`src/rtl/arith_pkg.sv`:
```
// Shared types and elaboration helpers for the digit-serial arithmetic blocks.
package arith_pkg;

    typedef enum logic {
        IDLE = 1'b0,
        RUN  = 1'b1
    } state_e;

    // Counter width for n digit steps; a single-step operation still needs one bit.
    function automatic int cnt_width(input int n);
        return (n <= 1) ? 1 : $clog2(n);
    endfunction

endpackage

```
`src/rtl/digit_adder.sv`:
```
// Combinational DIGIT-bit ripple adder; also exposes the carry into its MSB
// so the caller can derive signed overflow on the last digit.
module digit_adder #(
    parameter int DIGIT = 8
) (
    input  logic [DIGIT-1:0] a_i,
    input  logic [DIGIT-1:0] b_i,
    input  logic             cin_i,
    output logic [DIGIT-1:0] sum_o,
    output logic             cout_o,
    output logic             cmsb_o
);

    logic [DIGIT:0] c;

    assign c[0] = cin_i;

    for (genvar i = 0; i < DIGIT; i++) begin : g_bit
        assign sum_o[i] = a_i[i] ^ b_i[i] ^ c[i];
        assign c[i+1]   = (a_i[i] & b_i[i]) | (a_i[i] & c[i]) | (b_i[i] & c[i]);
    end

    assign cout_o = c[DIGIT];
    assign cmsb_o = c[DIGIT-1];

endmodule

```
`src/rtl/seq_addsub.sv`:
```
// Digit-serial adder/subtractor: N = WIDTH/DIGIT cycles per operation,
// results and flags only update on the completion edge.
//   state | meaning
//   IDLE  | waiting for start; res/flags hold the last completed result
//   RUN   | one DIGIT slice summed per clock, LSB slice first
module seq_addsub
    import arith_pkg::*;
#(
    parameter int WIDTH = 32,
    parameter int DIGIT = 8
) (
    input  logic             clk,
    input  logic             reset,
    input  logic             start,
    input  logic             sub,
    input  logic [WIDTH-1:0] a,
    input  logic [WIDTH-1:0] b,
    output logic             busy,
    output logic             done,
    output logic [WIDTH-1:0] res,
    output logic             cout,
    output logic             ovf,
    output logic             zero
);

    localparam int N  = WIDTH / DIGIT;
    localparam int CW = cnt_width(N);
    localparam logic [CW-1:0] LAST = CW'(N - 1);

    if ((DIGIT < 1) || (WIDTH < DIGIT) || ((WIDTH % DIGIT) != 0)) begin : g_bad_digit
        $fatal(1, "seq_addsub: DIGIT must be >= 1 and divide WIDTH evenly");
    end

    state_e           state_q, state_d;
    logic [WIDTH-1:0] opa_q, opa_d;
    logic [WIDTH-1:0] opb_q, opb_d;
    logic [WIDTH-1:0] acc_q, acc_d;
    logic             carry_q, carry_d;
    logic [CW-1:0]    cnt_q, cnt_d;
    logic [WIDTH-1:0] res_q, res_d;
    logic             cout_q, cout_d;
    logic             ovf_q, ovf_d;
    logic             zero_q, zero_d;
    logic             done_q, done_d;

    logic [DIGIT-1:0]       dsum;
    logic                   dcout;
    logic                   dcmsb;
    logic [WIDTH+DIGIT-1:0] acc_cat;
    logic [WIDTH-1:0]       acc_shift;

    digit_adder #(
        .DIGIT (DIGIT)
    ) u_digit_adder (
        .a_i    (opa_q[DIGIT-1:0]),
        .b_i    (opb_q[DIGIT-1:0]),
        .cin_i  (carry_q),
        .sum_o  (dsum),
        .cout_o (dcout),
        .cmsb_o (dcmsb)
    );

    // New slice enters at the MSB end; after N steps the LSB slice has reached bit 0.
    assign acc_cat   = {dsum, acc_q};
    assign acc_shift = acc_cat[WIDTH+DIGIT-1:DIGIT];

    always_comb begin
        state_d = state_q;
        opa_d   = opa_q;
        opb_d   = opb_q;
        acc_d   = acc_q;
        carry_d = carry_q;
        cnt_d   = cnt_q;
        res_d   = res_q;
        cout_d  = cout_q;
        ovf_d   = ovf_q;
        zero_d  = zero_q;
        done_d  = 1'b0;

        case (state_q)
            IDLE: begin
                if (start) begin
                    opa_d   = a;
                    opb_d   = sub ? ~b : b;
                    carry_d = sub;
                    cnt_d   = '0;
                    acc_d   = '0;
                    state_d = RUN;
                end
            end
            RUN: begin
                opa_d   = opa_q >> DIGIT;
                opb_d   = opb_q >> DIGIT;
                acc_d   = acc_shift;
                carry_d = dcout;
                cnt_d   = cnt_q + CW'(1);
                if (cnt_q == LAST) begin
                    res_d   = acc_shift;
                    cout_d  = dcout;
                    ovf_d   = dcout ^ dcmsb;
                    zero_d  = (acc_shift == '0);
                    done_d  = 1'b1;
                    state_d = IDLE;
                end
            end
            default: state_d = IDLE;
        endcase
    end

    always_ff @(posedge clk) begin
        if (reset) begin
            state_q <= IDLE;
            opa_q   <= '0;
            opb_q   <= '0;
            acc_q   <= '0;
            carry_q <= 1'b0;
            cnt_q   <= '0;
            res_q   <= '0;
            cout_q  <= 1'b0;
            ovf_q   <= 1'b0;
            zero_q  <= 1'b0;
            done_q  <= 1'b0;
        end else begin
            state_q <= state_d;
            opa_q   <= opa_d;
            opb_q   <= opb_d;
            acc_q   <= acc_d;
            carry_q <= carry_d;
            cnt_q   <= cnt_d;
            res_q   <= res_d;
            cout_q  <= cout_d;
            ovf_q   <= ovf_d;
            zero_q  <= zero_d;
            done_q  <= done_d;
        end
    end

    assign busy = (state_q == RUN);
    assign done = done_q;
    assign res  = res_q;
    assign cout = cout_q;
    assign ovf  = ovf_q;
    assign zero = zero_q;

endmodule

```
`config.mk`:
```
export PLATFORM = sky130hd
export DESIGN_NAME = seq_addsub
export DESIGN_NICKNAME = d
export VERILOG_FILES = /design/src/rtl/arith_pkg.sv /design/src/rtl/digit_adder.sv /design/src/rtl/seq_addsub.sv
export SDC_FILE = /design/constraint.sdc
export NUM_CORES = 1
export LEC_CHECK = 0
export CELL_PAD_IN_SITES_DETAIL_PLACEMENT = 1
export CELL_PAD_IN_SITES_GLOBAL_PLACEMENT = 1
export CORE_MARGIN = 2
export CORE_UTILIZATION = 37
export CTS_BUF_LIST = sky130_fd_sc_hd__clkbuf_8
export CTS_CLUSTER_SIZE = 14
export DETAILED_ROUTE_END_ITERATION = 10
export PLACE_DENSITY = 0.75
export SLEW_MARGIN = 20
export SYNTH_ARGS = -nofsm -noshare
export SYNTH_HDL_FRONTEND = slang
export SYNTH_SLANG_ARGS = --single-unit
```
`constraint.sdc`:
```
create_clock -name clk -period 4 [get_ports clk]
set_clock_uncertainty 0.1 [all_clocks]
set_input_delay 1 -clock clk [delete_from_list [all_inputs] [get_ports clk]]
set_output_delay 1 -clock clk [all_outputs]
set_load 0.005 [all_outputs]
```
# --- After elaboration in Yosys (flattened, before gate mapping) ---
# Cells that the tools add are included.
classes:
  n_lt_le_gt_ge: 0
  addsub: 1
  reduce_logical: 3
  shifts: 0
  n_eq_ne: 2
  n_bitwise: 59
  mul: 0
  muxes: 15
  div: 0
ops:
  columns: ["cell", "n"]
  rows:
  - ["32-bit case mux with 2 select lines", 3]
  - ["32-bit two-way mux", 4]
  - ["32-bit zero test", 1]
  - ["32-bit inverter", 1]
  - ["1-bit bitwise AND", 24]
  - ["1-bit bitwise XOR", 17]
  - ["1-bit bitwise OR", 16]
  - ["1-bit two-way mux", 4]
  - ["1-bit case mux with 2 select lines", 2]
  - ["2-bit case mux with 2 select lines", 1]
  - ["2-bit by 1-bit adder with 2-bit output (second input constant)", 1]
  - ["2-bit equality test (second input constant)", 1]
  - ["2-bit two-way mux", 1]
  - ["2-bit inequality test (second input constant)", 1]
  - ["2-bit AND reduction", 1]
  - ["2-bit OR reduction", 1]
  - ["1-bit inverter", 1]
word_totals:
  mem_count: 0
  latchBits: 0
  output_inout_bits: 37
  elab_cells: 91
  ramBits: 0
  inputBits: 68
  romBits: 0
  regBits: 136

# --- Logic depth before layout (Yosys ltp) ---
logic_depth:
  word_depth: 25
  depth_mapped: 12
  depth_no_buf: 12

# --- Hierarchy ---
# From an unflattened synthesis, not the netlist that was laid out.
hier_totals:
  hier_cells: 592
  hier_area_um2: 5482.8
by_module_without_submodules:
  columns: ["mod", "cells_each", "area_each_um2", "seq_area_each_um2", "n_inst"]
  rows:
  - ["seq_addsub", 574, 5285.1, 2562.5, 1]
  - ["digit_adder", 18, 197.7, 0.0, 1]

# --- Least setup slack after synthesis ---
# Ideal clock, no wire load.
synth_path:
  path_kind: "reg-to-reg"
  start: "register opa_q[0]"
  end: "register zero_q, in the netlist zero"
  path_buffers: 0
  path_stages_with_launch: 13
  required_ns: 3.781
  setup_time_ns: 0.119
  arrival_time_ns: 3.795
  slack_ns: -0.015
  period_less_slack_ns: 4.015
  cell_sequence: "dfxtp_1 > fa_1 > fa_1 > fa_1 > fa_1 > fa_1 > fa_1 > fa_1 > inv_1 > fa_1 > nor4b_1 > nand4_1 > o31ai_1"
synth_between:
  elab_chain_cells: 23
  elab_cells_between_ends: 38
  cone_classes: "37 x bitwise; 1 x reduce/logical"
synth_rtl:
  columns: ["element", "line_no", "source"]
  rows:
  - ["start: declaration", "seq_addsub.sv:35", "logic [WIDTH-1:0] opa_q, opa_d;"]
  - ["start signal: assignment", "seq_addsub.sv:125", "opa_q <= opa_d;"]
  - ["1-bit bitwise AND", "digit_adder.sv:20", "assign c[i+1] = (a_i[i] & b_i[i]) | (a_i[i] & c[i]) | (b_i[i] & c[i]);"]
  - ["1-bit bitwise OR (2 in a row)", "digit_adder.sv:20", null]
  - ["1-bit bitwise AND", "digit_adder.sv:20", null]
  - ["1-bit bitwise OR (2 in a row)", "digit_adder.sv:20", null]
  - ["1-bit bitwise AND", "digit_adder.sv:20", null]
  - ["1-bit bitwise OR (2 in a row)", "digit_adder.sv:20", null]
  - ["1-bit bitwise AND", "digit_adder.sv:20", null]
  - ["1-bit bitwise OR (2 in a row)", "digit_adder.sv:20", null]
  - ["1-bit bitwise AND", "digit_adder.sv:20", null]
  - ["1-bit bitwise OR (2 in a row)", "digit_adder.sv:20", null]
  - ["1-bit bitwise AND", "digit_adder.sv:20", null]
  - ["1-bit bitwise OR (2 in a row)", "digit_adder.sv:20", null]
  - ["1-bit bitwise AND", "digit_adder.sv:20", null]
  - ["1-bit bitwise OR (2 in a row)", "digit_adder.sv:20", null]
  - ["1-bit bitwise XOR", "digit_adder.sv:19", "assign sum_o[i] = a_i[i] ^ b_i[i] ^ c[i];"]
  - ["32-bit zero test *", "seq_addsub.sv:101", "zero_d = (acc_shift == '0);"]
  - ["end signal: assignment", "seq_addsub.sv:133", "zero_q <= zero_d;"]
  - ["end: declaration", "seq_addsub.sv:43", "logic zero_q, zero_d;"]
# Every way passes the cells marked *; elsewhere a longest branch is shown, timed or not.
# A chain may end at the register's enable or synchronous reset.

# --- Worst setup path in the final report ---
layout_path:
  start: "register carry_q"
  end: "register acc_q[31]"
layout_between:
  elab_chain_cells: 23
  elab_cells_between_ends: 30
  cone_classes: "1 x mux; 29 x bitwise"
layout_rtl:
  columns: ["element", "line_no", "source"]
  rows:
  - ["start: declaration", "seq_addsub.sv:38", "logic carry_q, carry_d;"]
  - ["start signal: assignment", "seq_addsub.sv:128", "carry_q <= carry_d;"]
  - ["1-bit bitwise AND", "digit_adder.sv:20", null]
  - ["1-bit bitwise OR", "digit_adder.sv:20", null]
  - ["1-bit bitwise OR *", "digit_adder.sv:20", null]
  - ["1-bit bitwise AND", "digit_adder.sv:20", null]
  - ["1-bit bitwise OR", "digit_adder.sv:20", null]
  - ["1-bit bitwise OR *", "digit_adder.sv:20", null]
  - ["1-bit bitwise AND", "digit_adder.sv:20", null]
  - ["1-bit bitwise OR", "digit_adder.sv:20", null]
  - ["[7 not listed]", null, null]
  - ["1-bit bitwise AND", "digit_adder.sv:20", null]
  - ["1-bit bitwise OR", "digit_adder.sv:20", null]
  - ["1-bit bitwise OR *", "digit_adder.sv:20", null]
  - ["1-bit bitwise AND", "digit_adder.sv:20", null]
  - ["1-bit bitwise OR", "digit_adder.sv:20", null]
  - ["1-bit bitwise OR *", "digit_adder.sv:20", null]
  - ["1-bit bitwise XOR *", "digit_adder.sv:19", null]
  - ["32-bit case mux with 2 select lines *", "seq_addsub.sv:80", "case (state_q)"]
  - ["end signal: assignment", "seq_addsub.sv:115", "acc_q <= '0;"]
  - ["end signal: assignment", "seq_addsub.sv:127", "acc_q <= acc_d;"]
  - ["end: declaration", "seq_addsub.sv:37", "logic [WIDTH-1:0] acc_q, acc_d;"]
# Marks and branches as above.

==> impl_metrics.yaml <==
setup_path:
  endpoint: "acc_q[31]"
  worstSetupStartpoint: "carry_q"
  cp-end-kind: "flop"
  reg2reg_depth: 13
  arrival_ps: 4200
  rr_startpoint: "carry_q"
  worstPathRequired_ps: 4270
  critPathMaxFanout: 2
  r2r-end: "acc_q[31]"
  start_kind: "flop"
  reg2reg_slack_ps: 80
  crit_type: "flop to flop"
finish:
  drive_above_1_share: 0.1507
  syn_to_final_growth_pct: 26.04
  antennaDiodeCount: 0
  final_core_util: 0.4809
  finalNetCount: 722
  fill_cells: 1640
  final_cell_area_um2: 7043
min_path:
  hp-class: "flop to flop"
clock_tree:
  htreeDepth: 4
  cts_tree: "yes"
  clk_latency_ps: 440
  cts_root_buf: "clkbuf_8"
  numCtsBuffers: 17
  clock-sinks: 128
  clk_pin_slew_ps: 70
  clockBufferDepth: 2
synth:
  synth_most_common_cell: "dfxtp_1"
  synthTopCellsByArea: "dfxtp_1 (46%), nor2_1 (6.1%), mux2i_1 (5.9%)"
  synth.avg_cell_area_um2: 9.943
  synth_edf_count: 0
  mappedNetlistArea_um2: 5588
  synth_ff_type: "dfxtp_1"
  syn-num-nets: 639
  synth-seq-cells: 128
  synth_top_area_share: 0.4586
  netlist_instances: 562
  yosys_warnings: 0
  ys_seq_area_frac: 0.4586
  synth.largest_area_cell: "dfxtp_1"
  synthArstFlopShare: 0
  synth_cell_type_count: 32
  synthTopCellsByCount: "dfxtp_1 (128), nor2_1 (91), mux2i_1 (33)"
power:
  p_per_area_nw_per_um2: 402.7
  p_switching_w: 0.0007063
  max-vdd-ir-drop_v: 0.0002027
  p_leak_nw: 2.661
  internal_power_w: 0.002130
  switching_share: 0.2490
  clkPwrFrac: 0.379
  combPwrFrac: 0.133
  seq_power_share: 0.488
routing:
  drtIter0Drc: 222
  drt_wl_total_um: 14120
  drcViolationCount: 0
  final_antenna_net_count: 0
  vias_per_cell: 5.086
  drt_first_pass_iters: 5
  vias: 4277
  wire_per_inst_um: 16.78
sta:
  slew_headroom: 0.3774
  fin_crit_sh: 0.9806
  fmax_mhz: 254.9
  tightest_slew_ps: 933.9
  fin_crit_ps: 3922
  rsz0062_at_grt: "true"
  hold_viol_final: 0
  maxSlewViolCount: 0
  finalSetupViolations: 0
floorplan:
  die_h_um: 126.9
  fp.dieW_um: 126.9
  io_pins: 105
  fp-row-count: 44
  core_um2: 14640
  start_util: 0.3816
  die_area_um2: 16100
grt:
  grt.total_usage: 0.1798
  grt_pass1_vias: 4446
  grt_pass1_wl_um: 22740
  grt.overflow.total: 0
  grt_max_degree: 76
  antenna_found_initial: 0
placement:
  hpwl_um: 9946
  gp_congestion: 0.8004
  numPortBuffers: 104
  post_dp_cell_area_um2: 6616
run_status:
  outcome: "complete, no violations"
run:
  maxCapViolCount: 0
==> timing repair <==
| action | CTS | global route |
|---|---|---|
| endpoints found under the setup margin | 3 | 3 |
| hold buffers | 0 | 0 |
| pin swaps | 0 | 3 |
| resized for setup | 5 | 7 |
| setup buffers | 0 | 1 |
==> routing by layer <==
layer / GRT usage / part of all wire / routed length [um] / vias up
met1: 0.2090 / 0.43 / 6032 / 2057
met2: 0.3163 / 0.51 / 7228 / 87
met3: 0.04429 / 0.040 / 565 / 20
li1: - / - / - / 2113
met4: 0.07434 / 0.021 / 290 / 0
met5: 0 / 0 / 0 / -
==> cell families (layout without fill, tap and decap cells) <==
family,count (synthesis),after routing,share of synthesized area
simple gates,162,162,0.1323
mux,57,57,0.1075
compound gates,119,119,0.1626
buf+inv,54,149,0.05642
xor+xnor,33,33,0.05172
flops,128,128,0.4586
fa+ha+maj,9,9,0.03090
==> how the worst min path moves through the flow <==
stage          startpoint        end  cells after the start
2_1_floorplan    opb_q[8]   opb_q[0]                      2
3_3_place_gp    opb_q[13]   opb_q[5]                      2
3_5_place_dp    opb_q[31]  opb_q[23]                      2
4_1_cts         opb_q[13]   opb_q[5]                      2
5_1_grt         opb_q[30]  opb_q[22]                      2
6_report        opb_q[13]   opb_q[5]                      2
==> critical path, stage by stage, from the launching register on <==
cell and delay [ps]:
dfxtp_2 340, fa_2 400, fa_2 350, fa_2 360, fa_2 370, fa_2 360, fa_2 350, fa_2 360
inv_2 80, fa_1 420, buf_4 160, inv_2 40, a21oi_2 40, nor2_1 110
==> cell usage in the layout (no fill, tap or decap) <==
cell type / Yosys / routed
nor4b_4: 0 / 1
a21oi_2: 22 / 23
inv_2: 1 / 3
nor3b_1: 25 / 25
or2_1: 2 / 2
nand3_1: 2 / 2
buf_4: 5 / 10
clkbuf_8: 0 / 21
buf_2: 29 / 2
clkdlybuf4s50_1: 0 / 101
mux2_2: 24 / 24
ha_1: 1 / 1
a22o_1: 30 / 30
inv_1: 4 / 6
dfxtp_2: 0 / 1
mux2i_1: 33 / 33
nor2b_1: 2 / 2
nor2_1: 91 / 91
a21oi_1: 29 / 28
xnor2_1: 32 / 32
a211o_1: 24 / 24
clkinv_2: 0 / 4
fa_2: 0 / 7
bufinv_16: 0 / 2
o21ai_0: 3 / 3
nand2_1: 31 / 31
dfxtp_1: 128 / 126
xor2_1: 1 / 1
dfxtp_4: 0 / 1
nor4_1: 7 / 7
nand4_1: 1 / 1
o31ai_1: 1 / 1
fa_1: 8 / 1
a211oi_1: 10 / 10
==> metrics by stage <==
stage | setup slack [ps] | setup TNS [ps] | cells | hold slack, ps | total power [W]
global route | -75.41 | -148.2 | 841 | 373.6 | 0.002963
CTS | 3.062 | 0 | 840 | 359.3 | 0.002857
finish | 77.58 | 0 | 841 | 356.4 | 0.002836
detailed placement | -203.3 | -483.5 | 809 | 352.4 | 0.001777
floorplan | 33.39 | 0 | 562 | 332.2 | 0.001647
global placement | -52.95 | -104.2 | 809 | 347.7 | 0.001758
==> sequential cells by signal, summed over array words and instances, names as in the netlist <==
name	flops
opa_q	32
opb_q	32
res	32
acc_q	24
cnt_q	2
busy	1
carry_q	1
cout	1
done	1
ovf	1
zero	1
==> power groups by stage <==
stage	Clock, W	Sequential [W]	Combinational [W]
floorplan	0	0.00138	0.000265
global placement	0	0.00141	0.000349
detailed placement	0	0.00141	0.000365
CTS	0.00110	0.00138	0.000372
global route	0.00116	0.00139	0.000412
finish	0.00108	0.00138	0.000377
==> area by class of cell <==
type | count | area [um2] | area share
Tap cell | 184 | 230.2 | 0.03269
Multi-Input combinational cell | 380 | 2746 | 0.3899
Clock buffer | 21 | 289.0 | 0.04104
Inverter | 5 | 18.77 | 0.002665
Sequential cell | 128 | 2567 | 0.3645
Clock inverter | 10 | 95.09 | 0.01350
Timing Repair Buffer | 113 | 1096 | 0.1556
No activity file was read; power rests on OpenSTA's default activity.
